[config.mk]
export PLATFORM = sky130hd
export DESIGN_NAME = serial_adder
export DESIGN_NICKNAME = d
export VERILOG_FILES = /design/src/rtl/serial_adder.sv
export SDC_FILE = /design/constraint.sdc
export NUM_CORES = 1
export LEC_CHECK = 0
export ABC_AREA = 1
export CAP_MARGIN = 5
export CORE_ASPECT_RATIO = 0.7
export CORE_MARGIN = 3
export CORE_UTILIZATION = 50
export DETAILED_ROUTE_END_ITERATION = 10
export HOLD_SLACK_MARGIN = 0.1
export PLACE_DENSITY = 0.86
export SLEW_MARGIN = 20
export SYNTH_ARGS = -nofsm -noshare
export SYNTH_HDL_FRONTEND = slang
export SYNTH_SLANG_ARGS = --single-unit
export TNS_END_PERCENT = 100
[constraint.sdc]
create_clock -name clk -period 3.5 [get_ports clk]
set_input_delay 0.7 -clock clk [delete_from_list [all_inputs] [get_ports clk]]
set_output_delay 0.7 -clock clk [all_outputs]
set_load 0.02 [all_outputs]
[src/rtl/serial_adder.sv]
// serial_adder: bit-serial adder computing A + B + cin one full-adder slice per clock.
// Operands are captured into shift registers on the accepting edge. The sum is
// built LSB-first in a shift register and is published to sum_o/cout_o/ovf_o only
// on the final slice, so the outputs never show a partial result.
module serial_adder #(
  parameter int WIDTH = 8
) (
  input  logic             clk,
  input  logic             rst_n,
  input  logic             start_i,
  input  logic [WIDTH-1:0] a_i,
  input  logic [WIDTH-1:0] b_i,
  input  logic             cin_i,
  output logic             busy_o,
  output logic             done_o,
  output logic [WIDTH-1:0] sum_o,
  output logic             cout_o,
  output logic             ovf_o
);

  localparam int CNT_W = $clog2(WIDTH) + 1;
  localparam logic [CNT_W-1:0] LAST_CNT = CNT_W'(WIDTH - 1);

  typedef enum logic [1:0] {
    IDLE = 2'd0,
    RUN  = 2'd1,
    DONE = 2'd2
  } state_t;

  state_t           state_q, state_d;
  logic [WIDTH-1:0] a_sr_q, a_sr_d;
  logic [WIDTH-1:0] b_sr_q, b_sr_d;
  logic [WIDTH-1:0] sum_sr_q, sum_sr_d;
  logic [WIDTH-1:0] sum_q, sum_d;
  logic             carry_q, carry_d;
  logic             cout_q, cout_d;
  logic             ovf_q, ovf_d;
  logic [CNT_W-1:0] cnt_q, cnt_d;
  logic             slice_s, slice_c;

  // One-bit full-adder slice on the current LSBs and the running carry.
  always_comb begin
    slice_s = a_sr_q[0] ^ b_sr_q[0] ^ carry_q;
    slice_c = (a_sr_q[0] & b_sr_q[0]) | (a_sr_q[0] & carry_q) | (b_sr_q[0] & carry_q);
  end

  // Next-state and datapath update; everything holds unless the state says otherwise.
  always_comb begin
    state_d  = state_q;
    a_sr_d   = a_sr_q;
    b_sr_d   = b_sr_q;
    sum_sr_d = sum_sr_q;
    sum_d    = sum_q;
    carry_d  = carry_q;
    cout_d   = cout_q;
    ovf_d    = ovf_q;
    cnt_d    = cnt_q;
    case (state_q)
      IDLE: begin
        if (start_i) begin
          a_sr_d   = a_i;
          b_sr_d   = b_i;
          sum_sr_d = '0;
          carry_d  = cin_i;
          cnt_d    = '0;
          state_d  = RUN;
        end
      end
      RUN: begin
        a_sr_d   = {1'b0, a_sr_q[WIDTH-1:1]};
        b_sr_d   = {1'b0, b_sr_q[WIDTH-1:1]};
        sum_sr_d = {slice_s, sum_sr_q[WIDTH-1:1]};
        carry_d  = slice_c;
        cnt_d    = cnt_q + CNT_W'(1);
        if (cnt_q == LAST_CNT) begin
          // carry_q here is the carry into the MSB, slice_c the carry out of it
          sum_d   = {slice_s, sum_sr_q[WIDTH-1:1]};
          cout_d  = slice_c;
          ovf_d   = carry_q ^ slice_c;
          state_d = DONE;
        end
      end
      DONE: begin
        state_d = IDLE;
      end
      default: begin
        state_d = IDLE;
      end
    endcase
  end

  // State and datapath registers with asynchronous active-low clear.
  always_ff @(posedge clk or negedge rst_n) begin
    if (!rst_n) begin
      state_q  <= IDLE;
      a_sr_q   <= '0;
      b_sr_q   <= '0;
      sum_sr_q <= '0;
      sum_q    <= '0;
      carry_q  <= 1'b0;
      cout_q   <= 1'b0;
      ovf_q    <= 1'b0;
      cnt_q    <= '0;
    end else begin
      state_q  <= state_d;
      a_sr_q   <= a_sr_d;
      b_sr_q   <= b_sr_d;
      sum_sr_q <= sum_sr_d;
      sum_q    <= sum_d;
      carry_q  <= carry_d;
      cout_q   <= cout_d;
      ovf_q    <= ovf_d;
      cnt_q    <= cnt_d;
    end
  end

  // Status flags decode straight from the state register.
  always_comb begin
    busy_o = (state_q != IDLE);
    done_o = (state_q == DONE);
    sum_o  = sum_q;
    cout_o = cout_q;
    ovf_o  = ovf_q;
  end

endmodule

==> impl_metrics.ini <==
[cts]
cts_buffers = 5
post_cts_buffers = 0
cts_buffer_depth = 2
h-tree-depth = 2
clk_latency_ns = 0.29
clockRootBuffer = clkbuf_8
cts_hold_repair.buffers = 0
clk_pin_slew_ns = 0.07
cts_sinks = 40
cts.repair.resized = 0
cts_tree = yes

[die]
die_h_um = 55.72
die_w_um = 77.02
core_sq_mm = 0.003254
initial_utilization = 0.5425
ios = 32
die_area_sq_mm = 0.004291
num_rows = 17

[run]
maxCapViolCount = 0

[synth]
synth-simple-area-share = 0.3487
avgSynthCellArea_sq_um = 8.654
ys_top_cells_by_count = 71 x nand2_1, 61 x nand3_1, 40 x dfrtp_1, 8 x buf_2, 5 x nor2_1
synth_nets = 226
synth_most_common_cell = nand2_1
synth-compound-area-share = 0.008505
synth_area_leaders = dfrtp_1 57%, nand3_1 17%, nand2_1 15%
synth-xor-area-share = 0.004961
synth_edf_count = 0
synth_fa_ha_area_frac = 0.01843
yosysWarnings = 0
yosysTopAreaCellShare = 0.5670
ys_ff_latch = 40
synth_flop_cell = dfrtp_1
synth-seq-area-share = 0.5670
yosysUniqueCellTypes = 17
syn_area_sq_mm = 0.001765
synth_top_family_by_area = simple AND/OR/NAND/NOR gates
synth_top_area_cell = dfrtp_1
synthArstFlopShare = 1.000
synth_cells = 204
synth_mux_area_frac = 0

[critical_path]
cp.required_ns = 2.80
worst_ep_arrival_time_ns = 1.81
start_kind = register
path_class = register to output port
crit_path_max_fanout = 16
endpoint_kind = output port
reg2reg_depth = 6

[sta]
fin_worst_skew_ns = 0.004463
worstMarginPinSlew_ns = 0.9547
fmax_mhz = 398.8
finalCriticalPeriod_ns = 2.508
final_hold_viol_count = 0
period_share = 0.7165
rsz0062_at_grt = false
drv_slew = 0
setup_ws_ns = 0.9922
slew_headroom = 0.3620
finalSetupViolations = 0
setup_tns_ns = 0

[global_routing]
grt_pass1_vias = 1251
grtUsageTotal = 0.1648
grt_overflow = 0
grt_pass1_wl_um = 5733
antenna_found_initial = 0
grt_max_degree = 41

[cells_and_area]
seq_area_sq_mm = 0.001001
n_antenna_cell = 0
multi_input_area_sq_um = 671.9
area_delta_synth_final_pct = 22.75
nFillCells = 297
drive_gt1_frac = 0.06494
final_net_count = 252

[route]
drtAntennaViolNets = 0
viasPerCell = 5.194
wirelength_um = 3382
first_pass_iters = 5
drt-initial-drc-count = 140
vias = 1444
drc = 0
wl_per_cell_um = 12.17

[power_and_ir_drop]
p_per_area_mw_per_mm2 = 836.8
p_leak_nw = 1.065
peakVddDrop_mv = 0.3635

[place]
portBuffers = 31
gp_congestion = 0.8230
place_ws_ns = 1.030
dpl.hpwl_um = 2277

[worst_hold_path]
whs_path_depth = 2
hp-class = register to register

[run_status]
outcome = completed
## path summary, 6_finish.rpt
kind                                        startpoint                 endpoint  slack, ns
worst max-delay path            state_q[0]$_DFFE_PN0P_                   busy_o       0.99
worst min-delay path              sum_o[6]$_DFFE_PN0P_     sum_o[6]$_DFFE_PN0P_       0.48
worst max register to register  state_q[1]$_DFFE_PN0P_     sum_o[4]$_DFFE_PN0P_       1.68
worst min register to register    sum_o[6]$_DFFE_PN0P_     sum_o[6]$_DFFE_PN0P_       0.48
max in group asynchronous                        rst_n  sum_sr_q[5]$_DFFE_PN0P_       2.45
min in group asynchronous                        rst_n    a_sr_q[0]$_DFFE_PN0P_       0.51
## cells by family after synthesis
kind of cell / after synthesis
AND/OR/NAND/NOR: 141
adder cells (fa/ha/maj): 2
XOR/XNOR: 1
AO/OA/AOI/OAI: 3
flip-flops: 40
buffers and inverters: 17
## final cells by class
type | count | area share
Timing Repair Buffer | 32 | 0.1443
Multi-Input combinational cell | 147 | 0.3100
Tap cell | 47 | 0.02714
Inverter | 4 | 0.006928
Sequential cell | 40 | 0.4619
Clock inverter | 2 | 0.01617
Clock buffer | 6 | 0.03349
## sequential cells by signal, summed over array words and instances (netlist names)
signal,cells
state_q,2
b_sr_q,8
cout_o,1
carry_q,1
sum_o,8
ovf_o,1
a_sr_q,8
sum_sr_q,7
cnt_q,4
## power by group
part	switching [W]	leakage, nW	total (W)	internal [W]
sequential	0.000126	0.514	0.000778	0.000652
combinational	0.000400	0.496	0.000670	0.000270
clock	0.000153	0.0552	0.000365	0.000211
total	0.000680	1.07	0.00181	0.00113
## layer usage
| layer | up-vias | global-route usage | wire (um) |
|---|---|---|---|
| li1 | 715 | - | - |
| met5 | - | 0 | 0 |
| met3 | 7 | 0.04207 | 171 |
| met2 | 41 | 0.2432 | 1581 |
| met4 | 0 | 0.05838 | 45 |
| met1 | 681 | 0.2363 | 1584 |
## worst max-delay path, stage by stage (launching register included)
cell and delay, ns:
dfrtp_1 0.41, nor2_2 0.48, inv_1 0.08, clkdlybuf4s50_1 0.55
## metrics by stage
stage | std cells | total power, W | hold slack [ns] | instance area [sq um] | util
6_report | 278 | 0.001813 | 0.4787 | 2167 | 0.6659
3_5_place_dp | 270 | 0.001465 | 0.4645 | 2059 | 0.6328
4_1_cts | 278 | 0.001831 | 0.4846 | 2167 | 0.6659
5_1_grt | 278 | 0.001948 | 0.5049 | 2167 | 0.6659
2_1_floorplan | 204 | 0.001260 | 0.4044 | 1765 | -
3_3_place_gp | 270 | 0.001442 | 0.4614 | 2059 | 0.6328
## cells in the final DEF (no fill, tap or decap), types with 2 or more instances in the layout
cell and n:
clkbuf_8 5, nor2_1 5, dfrtp_1 40, nand2_2 2, nand3_1 61, nand2_1 71
o21ai_0 3, inv_2 3, clkdlybuf4s50_1 30
Power figures use the tool's default switching activity.
